==> src/rtl/spram_fifo_ctrl.sv <==
// spram_fifo_ctrl: FIFO controller wrapped around a single-port RAM.
// Writes from a valid/ready stream go into the RAM. Reads are prefetched into a
// registered output stage. The single RAM port serves at most one access per
// cycle, and prefetch reads take priority over writes.
// RD_LATENCY = 0 suits async-read (distributed) RAM.
// RD_LATENCY = 1 suits sync-read (block) RAM.
// Optional feature: define SPRAM_FIFO_BYPASS_EN to let a write go straight into
// the output register when the FIFO is otherwise empty.
module spram_fifo_ctrl #(
    parameter int DATA_WIDTH = 2,
    parameter int ADDR_WIDTH = 5,
    parameter int RD_LATENCY = 0
) (
    input  logic                  clk,
    input  logic                  rst,
    input  logic                  s_valid,
    output logic                  s_ready,
    input  logic [DATA_WIDTH-1:0] s_data,
    output logic                  m_valid,
    input  logic                  m_ready,
    output logic [DATA_WIDTH-1:0] m_data,
    output logic                  ram_we,
    output logic [ADDR_WIDTH-1:0] ram_addr,
    output logic [DATA_WIDTH-1:0] ram_din,
    input  logic [DATA_WIDTH-1:0] ram_dout,
    output logic [ADDR_WIDTH:0]   count
);

    localparam bit SYNC_READ = (RD_LATENCY == 1);
    localparam logic [ADDR_WIDTH-1:0] PTR_ONE = {{(ADDR_WIDTH-1){1'b0}}, 1'b1};
    localparam logic [ADDR_WIDTH:0]   CNT_ONE = {{ADDR_WIDTH{1'b0}}, 1'b1};

    logic [ADDR_WIDTH-1:0] wr_ptr;
    logic [ADDR_WIDTH-1:0] rd_ptr;
    logic [ADDR_WIDTH:0]   ram_cnt;
    logic                  inflight;

    logic                  pf_req;
    logic                  accept;
    logic                  pop;
    logic                  byp_take;
    logic                  to_ram;
    logic                  capture;
    logic [DATA_WIDTH-1:0] cap_data;

    // Port arbitration, handshakes, and selection of the word that loads the output register
    always_comb begin
        pf_req   = (ram_cnt != '0) && !inflight && (!m_valid || m_ready);
        s_ready  = !rst && !ram_cnt[ADDR_WIDTH] && !pf_req;
        accept   = s_valid && s_ready;
        pop      = m_valid && m_ready;
`ifdef SPRAM_FIFO_BYPASS_EN
        byp_take = accept && (ram_cnt == '0) && !inflight && (!m_valid || m_ready);
`else
        byp_take = 1'b0;
`endif
        to_ram   = accept && !byp_take;
        ram_we   = to_ram;
        ram_addr = pf_req ? rd_ptr : wr_ptr;
        ram_din  = s_data;
        capture  = SYNC_READ ? inflight : pf_req;
        cap_data = byp_take ? s_data : ram_dout;
    end

    // Pointer, occupancy, in-flight and output-register state; reset drops everything including pending reads
    always_ff @(posedge clk) begin
        if (rst) begin
            wr_ptr   <= '0;
            rd_ptr   <= '0;
            ram_cnt  <= '0;
            inflight <= 1'b0;
            m_valid  <= 1'b0;
            m_data   <= '0;
            count    <= '0;
        end else begin
            if (to_ram) begin
                wr_ptr <= wr_ptr + PTR_ONE;
            end
            if (pf_req) begin
                rd_ptr <= rd_ptr + PTR_ONE;
            end
            case ({to_ram, pf_req})
                2'b10:   ram_cnt <= ram_cnt + CNT_ONE;
                2'b01:   ram_cnt <= ram_cnt - CNT_ONE;
                default: ram_cnt <= ram_cnt;
            endcase
            inflight <= SYNC_READ && pf_req;
            if (capture || byp_take) begin
                m_data  <= cap_data;
                m_valid <= 1'b1;
            end else if (pop) begin
                m_valid <= 1'b0;
            end
            case ({accept, pop})
                2'b10:   count <= count + CNT_ONE;
                2'b01:   count <= count - CNT_ONE;
                default: count <= count;
            endcase
        end
    end

endmodule
==> config.mk <==
export PLATFORM = sky130hd
export DESIGN_NAME = spram_fifo_ctrl
export DESIGN_NICKNAME = d
export VERILOG_FILES = /design/src/rtl/spram_fifo_ctrl.sv
export SDC_FILE = /design/constraint.sdc
export NUM_CORES = 1
export LEC_CHECK = 0
export BUFFER_PORTS_ARGS = -buffer_cell sky130_fd_sc_hd__buf_4
export CAP_MARGIN = 25
export CORE_MARGIN = 8
export CORE_UTILIZATION = 51
export CTS_CLUSTER_SIZE = 8
export DETAILED_ROUTE_END_ITERATION = 7
export PLACE_DENSITY_LB_ADDON = 0.1
export REMOVE_ABC_BUFFERS = 1
export SYNTH_ARGS = -nofsm -noshare
export SYNTH_HDL_FRONTEND = slang
export SYNTH_SLANG_ARGS = --single-unit
==> constraint.sdc <==
create_clock -name clk -period 2.9 [get_ports clk]
set_clock_uncertainty 0.15 [all_clocks]
set_input_delay 0.58 -clock clk [delete_from_list [all_inputs] [get_ports clk]]
set_output_delay 0.58 -clock clk [all_outputs]
set_load 0.01 [all_outputs]
After elaboration in Yosys (flattened, before gate mapping)

Index checks and enable logic that the tools add are counted.

$add $sub $neg: 6
Equal/unequal tests: 4
Mux-type cells: 5
Reduce and logical (&&, ||, !) cells: 14

Operators with widths:

| operator                                                            | number |
|---|---|
| 6-bit one-hot mux with 2 select lines                               | 2 |
| 6-bit by 1-bit adder with 6-bit output (second input constant)      | 2 |
| 6-bit by 1-bit subtractor with 6-bit output (second input constant) | 2 |
| 5-bit by 1-bit adder with 5-bit output (second input constant)      | 2 |
| 2-bit nonzero test                                                  | 3 |
| 6-bit nonzero test                                                  | 1 |
| 1-bit logical AND                                                   | 5 |
| 5-bit two-way mux                                                   | 1 |
| 2-bit by 1-bit == test with 1-bit output (second input constant)    | 2 |
| 2-bit == test (second input constant)                               | 2 |
| 1-bit logical NOT                                                   | 4 |
| 1-bit two-way mux                                                   | 2 |
| 1-bit logical OR                                                    | 1 |

Register bits after elaboration: 25
Input port bits: 8
Output and inout bits: 18

Depth between registers and ports, before layout

Gate-level depths: netlist of the first run.

Depth after elaboration: 8
Gate-level depth with buffers: 13

Least setup slack after synthesis of the first run

Ideal clock, no wire load.

Kind: input port to flip-flop
Start: in s_valid
End: reg count[4]
Library setup time: 62 ps
Data arrival time: 2997 ps
Required time: 2688 ps
Setup slack: -309 ps
Stages on the path: 11
Buffers on the path: 1
Path through: nor4b_1 a21oi_1 nand2b_1 ha_1 buf_2 xor2_1 ha_1 a21oi_1 o22ai_1 or4b_2 nand3_1

Longest elaborated chain between the ends: 3
Elaborated cells on any way between the ends: 5

Ends and longest elaborated chain:

| item                                                                        | RTL line | source |
|---|---|---|
| start, declared                                                             | 16       | `input logic s_valid,` |
| 1-bit logical AND (*)                                                       | 50       | `accept = s_valid && s_ready;` |
| 2-bit by 1-bit == test with 1-bit output or 2-bit == test (tied branches)   | 94       | `case ({accept, pop})` |
| 6-bit one-hot mux with 2 select lines or 2-bit nonzero test (tied branches) | n/a      |  |
| end signal, assigned                                                        | 95       | `2'b10: count <= count + CNT_ONE;` |
| end signal, assigned                                                        | 96       | `2'b01: count <= count - CNT_ONE;` |
| end signal, assigned                                                        | 97       | `default: count <= count;` |
| end, declared                                                               | 26       | `output logic [ADDR_WIDTH:0] count` |

Mark *: on every way between the ends. The rest lies on a longest branch, timed or not.
A chain may end at the register's enable or synchronous reset.

Worst setup path after layout of the first run

Start: reg ram_cnt[0]
End: out ram_addr[1]

Longest elaborated chain between the ends: 3

Ends and longest elaborated chain:

| item                   | RTL line | source |
|---|---|---|
| start, declared        | 35       | `logic [ADDR_WIDTH:0] ram_cnt;` |
| start signal, assigned | 83       | `2'b10: ram_cnt <= ram_cnt + CNT_ONE;` |
| start signal, assigned | 84       | `2'b01: ram_cnt <= ram_cnt - CNT_ONE;` |
| start signal, assigned | 85       | `default: ram_cnt <= ram_cnt;` |
| 6-bit nonzero test     | 48       | `pf_req = (ram_cnt != '0) && !inflight && (!m_valid \|\| m_ready);` |
| 1-bit logical AND      | 48       |  |
| 5-bit two-way mux      | 59       | `ram_addr = pf_req ? rd_ptr : wr_ptr;` |
| end, declared          | 23       | `output logic [ADDR_WIDTH-1:0] ram_addr,` |

Every way passes these cells.

==> metrics.yaml, run 1 <==
routing:
  drc: 0
  routed_wire_length_per_instance_um: 13.2
  wirelength_um: 3680
  initialDrtViolationCount: 81
  dr_total_vias: 1540
  avgViaCountPerCell: 5.54
  first_pass_iteration_count_of_the_detailed_router: 4
  antenna_violating_nets_left: 0
clocking:
  clk_latency_worst_skew_pair_ns: 0.32
  cts.reportedPaths.clkPinSlew_ns: 0.15
  cell_chosen_for_the_clock_root: "clkbuf_4"
  number_of_buffers_added_by_the_clock_tree_synthesis_step: 3
  cts_tree: "done"
  clock_tree.htree_level_count: 1
  postCtsSetupRepairBufs: 0
  clkSinkCount: 25
  clk_path_buf_depth: 2
synth:
  number_of_synthesis_warnings: 0
  post_synth_main_area_contributors: "dfxtp_1 30%, ha_1 5.9%, mux2i_1 4.7%, a21oi_1 4.1%, or3_1 4.1%"
  synth_area_um2: 1690
  synth.yosys.seq_area_share_pct: 29.6
  postSynthCellCount: 204
  synth.ff_latch_count: 25
  synth_flop_cell: "dfxtp_1"
  number_of_enable_flip_flop_cells_after_synthesis: 0
  yosys.cell_types.count: 44
  synth_top_cell_by_area: "dfxtp_1"
  syn_avg_cell_area_um2: 8.29
  synth_largest_type_area_fraction_pct: 29.6
  ys_async_sr_fraction_pct: 0
power:
  net-switching-power_uw: 893
  p_int_mw: 1.21
  irDropWorstVdd_uv: 578
  share_of_total_power_in_combinational_logic_pct: 64.9
  p_leak_nw: 0.888
  pwr-share-clk_pct: 7.8
  cellPowerDensity_nw_per_um2: 1030
  p_sw_share_pct: 42.4
  power_frac_seq_pct: 27.3
timing:
  final.setup.worst_slack_ns: 0.105
  relSlewSlack_pct: 75.9
  period_minus_slack_ns: 2.79
  timing_max_transition_violations_final: 0
  fmax_ghz: 0.358
  fin_hold_ws_ns: 0.327
  worstMarginPinSlew_ns: 0.361
  timing_hold_violations_final: 0
  timing.final.setup_violations: 0
  min_period_over_period_pct: 96.4
  rsz0062_at_grt: "false"
min_path:
  hold_depth: 3
  worst_hold_path_type: "in -> reg"
  hold_end: "m_data[1]"
  worst_hold_startpoint: "ram_dout[1]"
cells_and_area:
  stdcell_area_um2: 2050
  most-common-layout-cells: "43 x buf_4, 23 x dfxtp_1, 14 x nor2_1, 12 x a21oi_1"
  utilization_pct: 62.9
  final_net_count: 249
  antenna_cells: 0
  filler_cell_count: 317
  synthToLayoutAreaGrowth_pct: 21.2
  layout_commonest_cell: "buf_4"
  post_route_cells_drive_above_1_share_pct: 27.6
critical_path:
  timing.critical_path.to_type: "output pin"
  reg2reg_depth: 11
  critical_path_top_delay_cell: "or3_4"
  criticalPathCategory: "reg -> out"
  cp_max_fo: 11
  critical_path.max_stage_delay_ns: 0.38
  crit_path_start_kind: "flop"
  required_ns: 2.17
  regToRegEndpoint: "ram_cnt[4]"
  timing.critical_path.max_delay_family: "buffers and inverters"
  cp_num_buf_inv: 3
  cpMostUsedCell: "buf_4"
  cp_cell_sequence: "buf_4 -> or3_4 -> o21a_1 -> buf_4 -> mux2_4 -> buf_4"
  data_arrival_at_the_endpoint_of_the_critical_path_ns: 2.06
  critical_path.reg2reg.startpoint: "ram_cnt[0]"
  reg2reg_slack_ns: 0.13
placement:
  place_area_um2: 1970
  io_buffers: 21
  hpwlAfterDp_um: 2750
  pre_cts_ws_ns: -0.266
  gpl.final_weighted_congestion: 0.814
die:
  placeableCoreArea_um2: 3260
  die_height_um: 73.6
  design.portCount: 26
  die_width_um: 73.6
  initial_core_util_pct: 51.9
  die-area_um2: 5410
  num_rows: 21
grt:
  groute.usage.overall_pct: 14.4
  antenna_found_initial: 0
  grt_pass1_vias: 1497
  first_pass_grt_wire_length_um: 6310
  largest_net_degree_at_the_start_of_global_routing: 37
  grt_overflow: 0
run:
  max-cap-violations: 0
run_status:
  run_status: "finished, final reports clean"
synth_stat cells (7+ instances only):
cell type  number
a21oi_1        14
inv_1           7
mux2i_1         8
ha_1            8
nor2_1         14
o21ai_0        10
xor2_1          7
clkbuf_1        9
or3_1          11
dfxtp_1        25
nor3_1          7
registers in the layout (all words and copies together) (netlist names):
register  flops
count         6
m_data        2
m_valid       1
ram_cnt       6
rd_ptr        5
wr_ptr        5
metal layers:
metal	up-vias	track usage, %	wire length, um
met5	-	0	0
met4	0	5.54	23
met3	2	1.77	76
met2	11	25.1	1940
met1	739	17.2	1640
li1	788	-	-
layout make-up:
cell class | instances | area [um2] | area share, %
inverters | 7 | 26.3 | 1.28
clock inverters | 1 | 7.51 | 0.367
clock buffers | 3 | 22.5 | 1.10
multi-input cells | 153 | 1110 | 54.0
well taps | 46 | 57.6 | 2.81
repair buffers | 43 | 323 | 15.8
flip-flops and latches | 25 | 505 | 24.7
worst reg2reg max path, stage by stage (launching register included):
cell and delay, ns:
dfxtp_2 0.35, buf_4 0.16, or3_4 0.38, o21a_1 0.19
ha_1 0.21, xor2_1 0.15, ha_1 0.21, buf_4 0.15
a21oi_2 0.13, o32ai_2 0.10, mux2i_1 0.13, or3_1 0.37
worst max-delay path by stage:
stage	slack, ns	start	depth (start not counted)	to
after floorplan	-0.33	s_valid	10	count[4]
after detailed placement	-0.27	m_ready	11	count[4]
after CTS	0.04	ram_cnt[5]	10	count[4]
final	0.11	ram_cnt[0]	6	ram_addr[1]
after global routing	0.004	ram_cnt[5]	10	count[4]
after global placement	-0.20	m_ready	11	count[4]
through the flow:
step                      cells  total power, mW  setup TNS, ns
after floorplan             185             1.39         -0.540
final                       278             2.11              0
after global placement      274             1.84         -0.389
after CTS                   278             2.06              0
after detailed placement    274             1.89         -0.693
after global routing        278             2.30              0
power groups by stage:
stage	Sequential, mW	Combinational, mW	Clock [mW]
after floorplan	0.593	0.801	0
after global placement	0.565	1.28	0
after detailed placement	0.570	1.32	0
after CTS	0.564	1.33	0.172
after global routing	0.597	1.52	0.188
final	0.575	1.37	0.163
kinds of logic (layout without fill, tap and decap cells):
| kind of cell | Yosys count | after routing | synth area share, % |
|---|---|---|---|
| mux | 14 | 14 | 9.40 |
| simple gates | 79 | 79 | 27.3 |
| fa+ha+maj | 8 | 8 | 5.92 |
| xor+xnor | 10 | 10 | 5.18 |
| flops | 25 | 25 | 29.6 |
| compound gates | 42 | 42 | 15.0 |
| buf+inv | 26 | 54 | 7.55 |
timing repair:
item / 4_1_cts / 5_1_grt
hold buffers: 0 / 0
pin swaps: 0 / 2
setup endpoints to repair: 1 / 8
resized for setup: 1 / 11
No activity file was read; power rests on OpenSTA's default activity.
==> inputs of run 2 (changes only) <==
--- a/config.mk
+++ b/config.mk
@@ -6,9 +6,12 @@
 export NUM_CORES = 1
 export LEC_CHECK = 0
 export BUFFER_PORTS_ARGS = -buffer_cell sky130_fd_sc_hd__buf_4
-export CAP_MARGIN = 25
+export CAP_MARGIN = 20
+export CELL_PAD_IN_SITES_DETAIL_PLACEMENT = 1
+export CELL_PAD_IN_SITES_GLOBAL_PLACEMENT = 2
+export CORE_ASPECT_RATIO = 1.2
 export CORE_MARGIN = 8
-export CORE_UTILIZATION = 51
+export CORE_UTILIZATION = 30
 export CTS_CLUSTER_SIZE = 8
 export DETAILED_ROUTE_END_ITERATION = 7
 export PLACE_DENSITY_LB_ADDON = 0.1
==> run 2 against run 1 <==
Against the previous run:
- clock power up 29%
- global-route usage decreased by 2.8 points
- routed wire length up 34%
- count of clock-buffer cells in the layout unchanged
- final area up 5.1%
- combinational power is 7% higher
- critical path depth rose by 5
- maximum frequency fell by 1.2%
- sequential share of layout area fell by 1.4 points
- utilization down 24 points
- non-clock buffer count rose by 4
- largest cell class unchanged
- largest power group unchanged
- highest routed layer unchanged
==> metrics.yaml, run 2 (synthesis results as in run 1) <==
placement:
  pre_cts_ws_ns: -0.345  # was -0.266 ns
  place_area_um2: 2010  # was 1970 um2
  hpwlAfterDp_um: 3560  # was 2750 um
  total_instance_count_after_detailed_placement: 295  # was 274
  io_buffers: 21  # unchanged
  gpl.final_weighted_congestion: 0.750  # was 0.814
cells_and_area:
  utilization_pct: 38.7  # was 62.9%
  layoutNonFillerInstCount: 300  # was 278
  layout_commonest_cell: "buf_4"  # unchanged
  final_net_count: 253  # was 249
  reg_top3: "count x6, ram_cnt x6"  # unchanged
  synthToLayoutAreaGrowth_pct: 27.3  # was 21.2%
  filler_cell_count: 656  # was 317
  stdcell_area_um2: 2150  # was 2050 um2
  most-common-layout-cells: "47 x buf_4, 24 x dfxtp_1, 14 x nor2_1, 13 x a21oi_1, 10 x o21ai_0"  # was 43 x buf_4, 23 x dfxtp_1, 14 x nor2_1, 12 x a21oi_1
  post_route_cells_drive_above_1_share_pct: 31.8  # was 27.6%
  antenna_cells: 0  # unchanged
clocking:
  cell_chosen_for_the_clock_root: "clkbuf_8"  # was clkbuf_4
  clkSinkCount: 25  # unchanged
  cts_tree: "done"  # unchanged
  number_of_buffers_added_by_the_clock_tree_synthesis_step: 3  # unchanged
  clk_path_buf_depth: 2  # unchanged
  cts.reportedPaths.clkPinSlew_ns: 0.08  # was 0.15 ns
  clock_tree.htree_level_count: 1  # unchanged
  postCtsHoldBufs: 0  # unchanged
  clk_latency_worst_skew_pair_ns: 0.27  # was 0.32 ns
timing:
  fin_tns_setup_ns: 0  # unchanged
  final.setup.worst_slack_ns: 0.0712  # was 0.105 ns
  period_minus_slack_ns: 2.83  # was 2.79 ns
  timing_hold_violations_final: 0  # unchanged
  timing_max_transition_violations_final: 0  # unchanged
  fin_hold_ws_ns: 0.346  # was 0.327 ns
  worstMarginPinSlew_ns: 0.384  # was 0.361 ns
  fmax_ghz: 0.354  # was 0.358 GHz
  min_period_over_period_pct: 97.5  # was 96.4%
  relSlewSlack_pct: 74.4  # was 75.9%
  rsz0062_at_grt: "true"  # was false
  timing.final.setup_violations: 0  # unchanged
power:
  irDropWorstVdd_uv: 376  # was 578 uV
  fin_total_pwr_mw: 2.26  # was 2.11 mW
  p_leak_nw: 0.905  # was 0.888 nW
  cellPowerDensity_nw_per_um2: 1050  # was 1030 nW/um2
critical_path:
  data_arrival_at_the_endpoint_of_the_critical_path_ns: 2.89  # was 2.06 ns
  crit_path_start_kind: "primary input"  # was flop
  criticalPathCategory: "in -> reg"  # was reg -> out
  timing.critical_path.to_type: "flop"  # was output pin
  cp_max_fo: 4  # was 11
  required_ns: 2.96  # was 2.17 ns
routing:
  antenna_violating_nets_left: 0  # unchanged
  dr_total_vias: 1609  # was 1540
  initialDrtViolationCount: 43  # was 81
  avgViaCountPerCell: 5.36  # was 5.54
  wirelength_um: 4930  # was 3680 um
  routed_wire_length_per_instance_um: 16.4  # was 13.2 um
  drc: 0  # unchanged
  first_pass_iteration_count_of_the_detailed_router: 4  # unchanged
die:
  initial_core_util_pct: 30.4  # was 51.9%
  num_rows: 30  # was 21
  die_width_um: 84.5  # was 73.6 um
  placeableCoreArea_um2: 5560  # was 3260 um2
  design.portCount: 26  # unchanged
  die-area_um2: 8300  # was 5410 um2
  die_height_um: 98.2  # was 73.6 um
grt:
  grt_overflow: 0  # unchanged
  antenna_found_initial: 0  # unchanged
  first_pass_grt_wire_length_um: 8040  # was 6310 um
  global_route.usage.met2_pct: 20.2  # was 25.1%
  met1_usage_pct: 13.5  # was 17.2%
  grt_use_met3_pct: 2.86  # was 1.77%
  groute.usage.overall_pct: 11.6  # was 14.4%
  grt_pass1_vias: 1651  # was 1497
  largest_net_degree_at_the_start_of_global_routing: 37  # unchanged
  grt_most_used_layer: "met2"  # unchanged
run_status:
  run_status: "finished, final reports clean"  # unchanged
min_path:
  worst_hold_path_type: "reg -> reg"  # was in -> reg
run:
  max-cap-violations: 0  # unchanged
==> run 2: layer usage <==
| metal | wire [um] | up-vias |
|---|---|---|
| li1 | - | 797 |
| met1 | 2170 | 787 |
| met2 | 2510 | 21 |
| met3 | 203 | 4 |
| met4 | 36 | 0 |
| met5 | 0 | - |
==> run 2: area by class of cell <==
class	instances	area [um2]	area share (%)
clock buffer	3	41.3	1.92
clock inverter	1	5.00	0.233
inverter	7	26.3	1.22
multi-input combinational	153	1140	53.2
sequential	25	502	23.3
tap	64	80.1	3.72
timing repair buffer	47	353	16.4
==> run 2: critical path, stage by stage <==
cell and delay [ns]:
buf_4 0.12, nor4bb_2 0.25, a21oi_1 0.09, nand2b_2 0.22, ha_1 0.23, xor2_1 0.16
ha_2 0.22, a21oi_4 0.17, o22ai_2 0.12, or4b_2 0.63, nand3_1 0.10
==> run 2: repair_timing <==
action,in CTS,in global routing
setup buffers,0,1
gates resized for setup,2,16
endpoints found under the setup margin,2,4
pin swaps,0,2
gates cloned,0,0
==> run 2: where the power goes <==
part / internal, mW / total, mW / switching (mW)
sequential: 0.448 / 0.576 / 0.128
clock: 0.0962 / 0.210 / 0.114
combinational: 0.744 / 1.47 / 0.730
==> run 2: worst paths after layout <==
kind | startpoint | endpoint | slack [ns] | cells past startpoint
worst max-delay path | m_ready | count[4] | 0.07 | 11
worst min-delay path | rd_ptr[4] | rd_ptr[4] | 0.35 | 2
worst max register to register | ram_cnt[5] | ram_cnt[4] | 0.08 | 10
worst min register to register | rd_ptr[4] | rd_ptr[4] | 0.35 | 2
==> inputs of run 3 (changes only) <==
==> constraint.sdc (replaced) <==
create_clock -name clk -period 2.4 [get_ports clk]
set_clock_uncertainty 0.15 [all_clocks]
set_input_delay 0.48 -clock clk [delete_from_list [all_inputs] [get_ports clk]]
set_output_delay 0.48 -clock clk [all_outputs]
set_load 0.01 [all_outputs]
==> run 3 against run 2 <==
Against the previous run:
- the run now ends with negative setup slack left
- via count up 7.8%
- critical path depth down 5
- count of clock-buffer cells in the layout unchanged
- die area unchanged
- cell count up 8.3%
- non-clock buffer count up 25
- combinational power up 52%
- clock power up 22%
- register-to-register slack worse by 0.32 ns
- critical path type is now reg -> out
- largest cell class unchanged
==> metrics.yaml, run 3 (synthesis results as in run 1) <==
timing:
  period_minus_slack_ns: 2.66
  worstMarginPinSlew_ns: 0.421  # was 0.384 ns
  rsz0062_at_grt: "true"  # unchanged
  timing_max_transition_violations_final: 0  # unchanged
  fin_hold_ws_ns: 0.308  # was 0.346 ns
  fmax_ghz: 0.376
  final.setup.worst_slack_ns: -0.259  # was 0.0712 ns
  timing.final.setup_violations: 13  # was 0
  timing_hold_violations_final: 0  # unchanged
  relSlewSlack_pct: 71.9  # was 74.4%
  min_period_over_period_pct: 111
critical_path:
  cpMostUsedCell: "buf_4"
  cp_cell_sequence: "buf_6 -> or3_4 -> o21a_1 -> buf_4 -> mux2_4 -> buf_4"  # was buf_4 -> nor4bb_2 -> a21oi_1 -> nand2b_2 -> ha_1 -> xor2_1 -> ha_2 -> a21oi_4 -> o22ai_2 -> or4b_2 -> nand3_1
  crit_path_start_kind: "flop"  # was primary input
  reg2reg_slack_ns: -0.24  # was 0.08 ns
  critical_path.reg2reg.startpoint: "ram_cnt[4]"  # was ram_cnt[5]
  path_depth: 6  # was 11
  cp_max_fo: 11  # was 4
  timing.critical_path.to_type: "output pin"  # was flop
  reg2reg_depth: 10  # unchanged
  data_arrival_at_the_endpoint_of_the_critical_path_ns: 2.03  # was 2.89 ns
  required_ns: 1.77  # was 2.96 ns
  timing.critical_path.max_delay_family: "buffers and inverters"  # was simple AND/OR/NAND/NOR gates
  regToRegEndpoint: "ram_cnt[4]"  # unchanged
  criticalPathCategory: "reg -> out"  # was in -> reg
  critical_path.max_stage_delay_ns: 0.39  # was 0.63 ns
  cp_num_buf_inv: 3  # was 1
  critical_path_top_delay_cell: "or3_4"  # was or4b_2
routing:
  avgViaCountPerCell: 5.34  # was 5.36
  initialDrtViolationCount: 31  # was 43
  first_pass_iteration_count_of_the_detailed_router: 2  # was 4
  drc: 0  # unchanged
  dr_total_vias: 1735  # was 1609
  antenna_violating_nets_left: 0  # unchanged
  routed_wire_length_per_instance_um: 16.3  # was 16.4 um
  wirelength_um: 5290  # was 4930 um
clocking:
  clk_latency_worst_skew_pair_ns: 0.27  # about the same
  cell_chosen_for_the_clock_root: "clkbuf_8"  # unchanged
  cts.reportedPaths.clkPinSlew_ns: 0.09  # was 0.08 ns
  clkSinkCount: 25  # unchanged
  number_of_buffers_added_by_the_clock_tree_synthesis_step: 3  # unchanged
  postCtsHoldBufs: 0  # unchanged
  clock_tree.htree_level_count: 1  # unchanged
  cts_tree: "done"  # unchanged
  clk_path_buf_depth: 2  # unchanged
grt:
  grt_overflow: 0  # unchanged
  largest_net_degree_at_the_start_of_global_routing: 37  # unchanged
  first_pass_grt_wire_length_um: 8850  # was 8040 um
  groute.usage.overall_pct: 12.7  # was 11.6%
  antenna_found_initial: 0  # unchanged
  grt_pass1_vias: 1857  # was 1651
power:
  p_leak_nw: 1.08  # was 0.905 nW
  irDropWorstVdd_uv: 477  # was 376 uV
  cellPowerDensity_nw_per_um2: 1270  # was 1050 nW/um2
cells_and_area:
  filler_cell_count: 651  # was 656
  antenna_cells: 0  # unchanged
  most-common-layout-cells: "61 x buf_4, 20 x dfxtp_1, 14 x nor2_1, 11 x buf_6, 9 x o21ai_0"  # was 47 x buf_4, 24 x dfxtp_1, 14 x nor2_1, 13 x a21oi_1, 10 x o21ai_0
  synthToLayoutAreaGrowth_pct: 49.4  # was 27.3%
  layout_commonest_cell: "buf_4"  # unchanged
  final_net_count: 278  # was 253
  post_route_cells_drive_above_1_share_pct: 45.6  # was 31.8%
  reg_top3: "count x6, ram_cnt x6"  # unchanged
run_status:
  run_status: "finished with violations"  # was finished, final reports clean
  violations_in_the_final_reports: "negative setup slack"
placement:
  gpl.final_weighted_congestion: 0.778  # was 0.750
  io_buffers: 21  # unchanged
  pre_cts_ws_ns: -0.700  # was -0.345 ns
  hpwlAfterDp_um: 3670  # was 3560 um
die:
  placeableCoreArea_um2: 5560  # unchanged
  die-area_um2: 8300  # unchanged
  design.portCount: 26  # unchanged
  die_height_um: 98.2  # unchanged
  die_width_um: 84.5  # unchanged
  num_rows: 30  # unchanged
  initial_core_util_pct: 30.4  # unchanged
min_path:
  hold_end: "m_data[1]"  # was rd_ptr[4]
  worst_hold_path_type: "in -> reg"  # was reg -> reg
  worst_hold_startpoint: "ram_dout[1]"  # was rd_ptr[4]
  hold_depth: 3  # was 2
run:
  max-cap-violations: 0  # unchanged
==> run 3: cell count changes in the layout (fill, tap and decap cells not counted), moves of 3 or more <==
cell and change:
a21oi_1 -5, a21oi_2 +5, buf_4 +14, buf_6 +11
dfxtp_1 -4, dfxtp_2 +3
==> run 3: power breakdown <==
| part | internal [mW] | switching [mW] | leakage (nW) | total (mW) |
|---|---|---|---|---|
| clock | 0.116 | 0.140 | 0.0255 | 0.257 |
| combinational | 1.23 | 1.01 | 0.848 | 2.24 |
| sequential | 0.550 | 0.159 | 0.207 | 0.709 |
==> run 3: how the worst max path moves through the flow <==
stage                        endpoint  startpoint
after floorplan              count[4]     s_valid
after global placement       count[4]     m_ready
after detailed placement     count[4]     m_ready
after CTS                  ram_cnt[4]  ram_cnt[4]
after global routing       ram_cnt[4]  ram_cnt[4]
final                     ram_addr[0]  ram_cnt[4]
==> run 3: worst min-delay path, cell delays in order <==
cell and delay [ns]:
buf_4 0.08, mux2i_1 0.05, nor2_1 0.08
==> run 3: repair_timing <==
| item | CTS | global route |
|---|---|---|
| setup buffers | 12 | 4 |
| setup endpoints to repair | 16 | 15 |
| pin swaps | 19 | 14 |
| gates resized for setup | 39 | 21 |
==> run 3: layout make-up <==
cell class	count	area (um2)	area share [%]
Clock inverter	1	5.00	0.198
Timing Repair Buffer	72	582	23.0
Sequential cell	25	509	20.2
Clock buffer	3	41.3	1.64
Multi-Input combinational cell	153	1280	50.7
Tap cell	64	80.1	3.17
Inverter	7	26.3	1.04
==> run 3: per-stage QoR <==
stage / TNS [ns] / instance area [um2] / power [mW] / util, % / std cells
after floorplan: -2.65 / 1590 / 1.68 / - / 185
after global routing: -3.44 / 2520 / 3.48 / 45.5 / 325
after detailed placement: -3.34 / 2100 / 2.50 / 37.7 / 306
final: -2.38 / 2520 / 3.20 / 45.5 / 325
after global placement: -2.97 / 2100 / 2.44 / 37.7 / 306
after CTS: -2.18 / 2400 / 3.08 / 43.2 / 322
==> run 3: metal layers <==
metal	global-route usage [%]	routed length [um]	part of all wire, %
met5	0	0	0
met4	3.30	64	1.2
met3	2.52	176	3.3
met2	23.0	2620	49
met1	14.8	2430	46
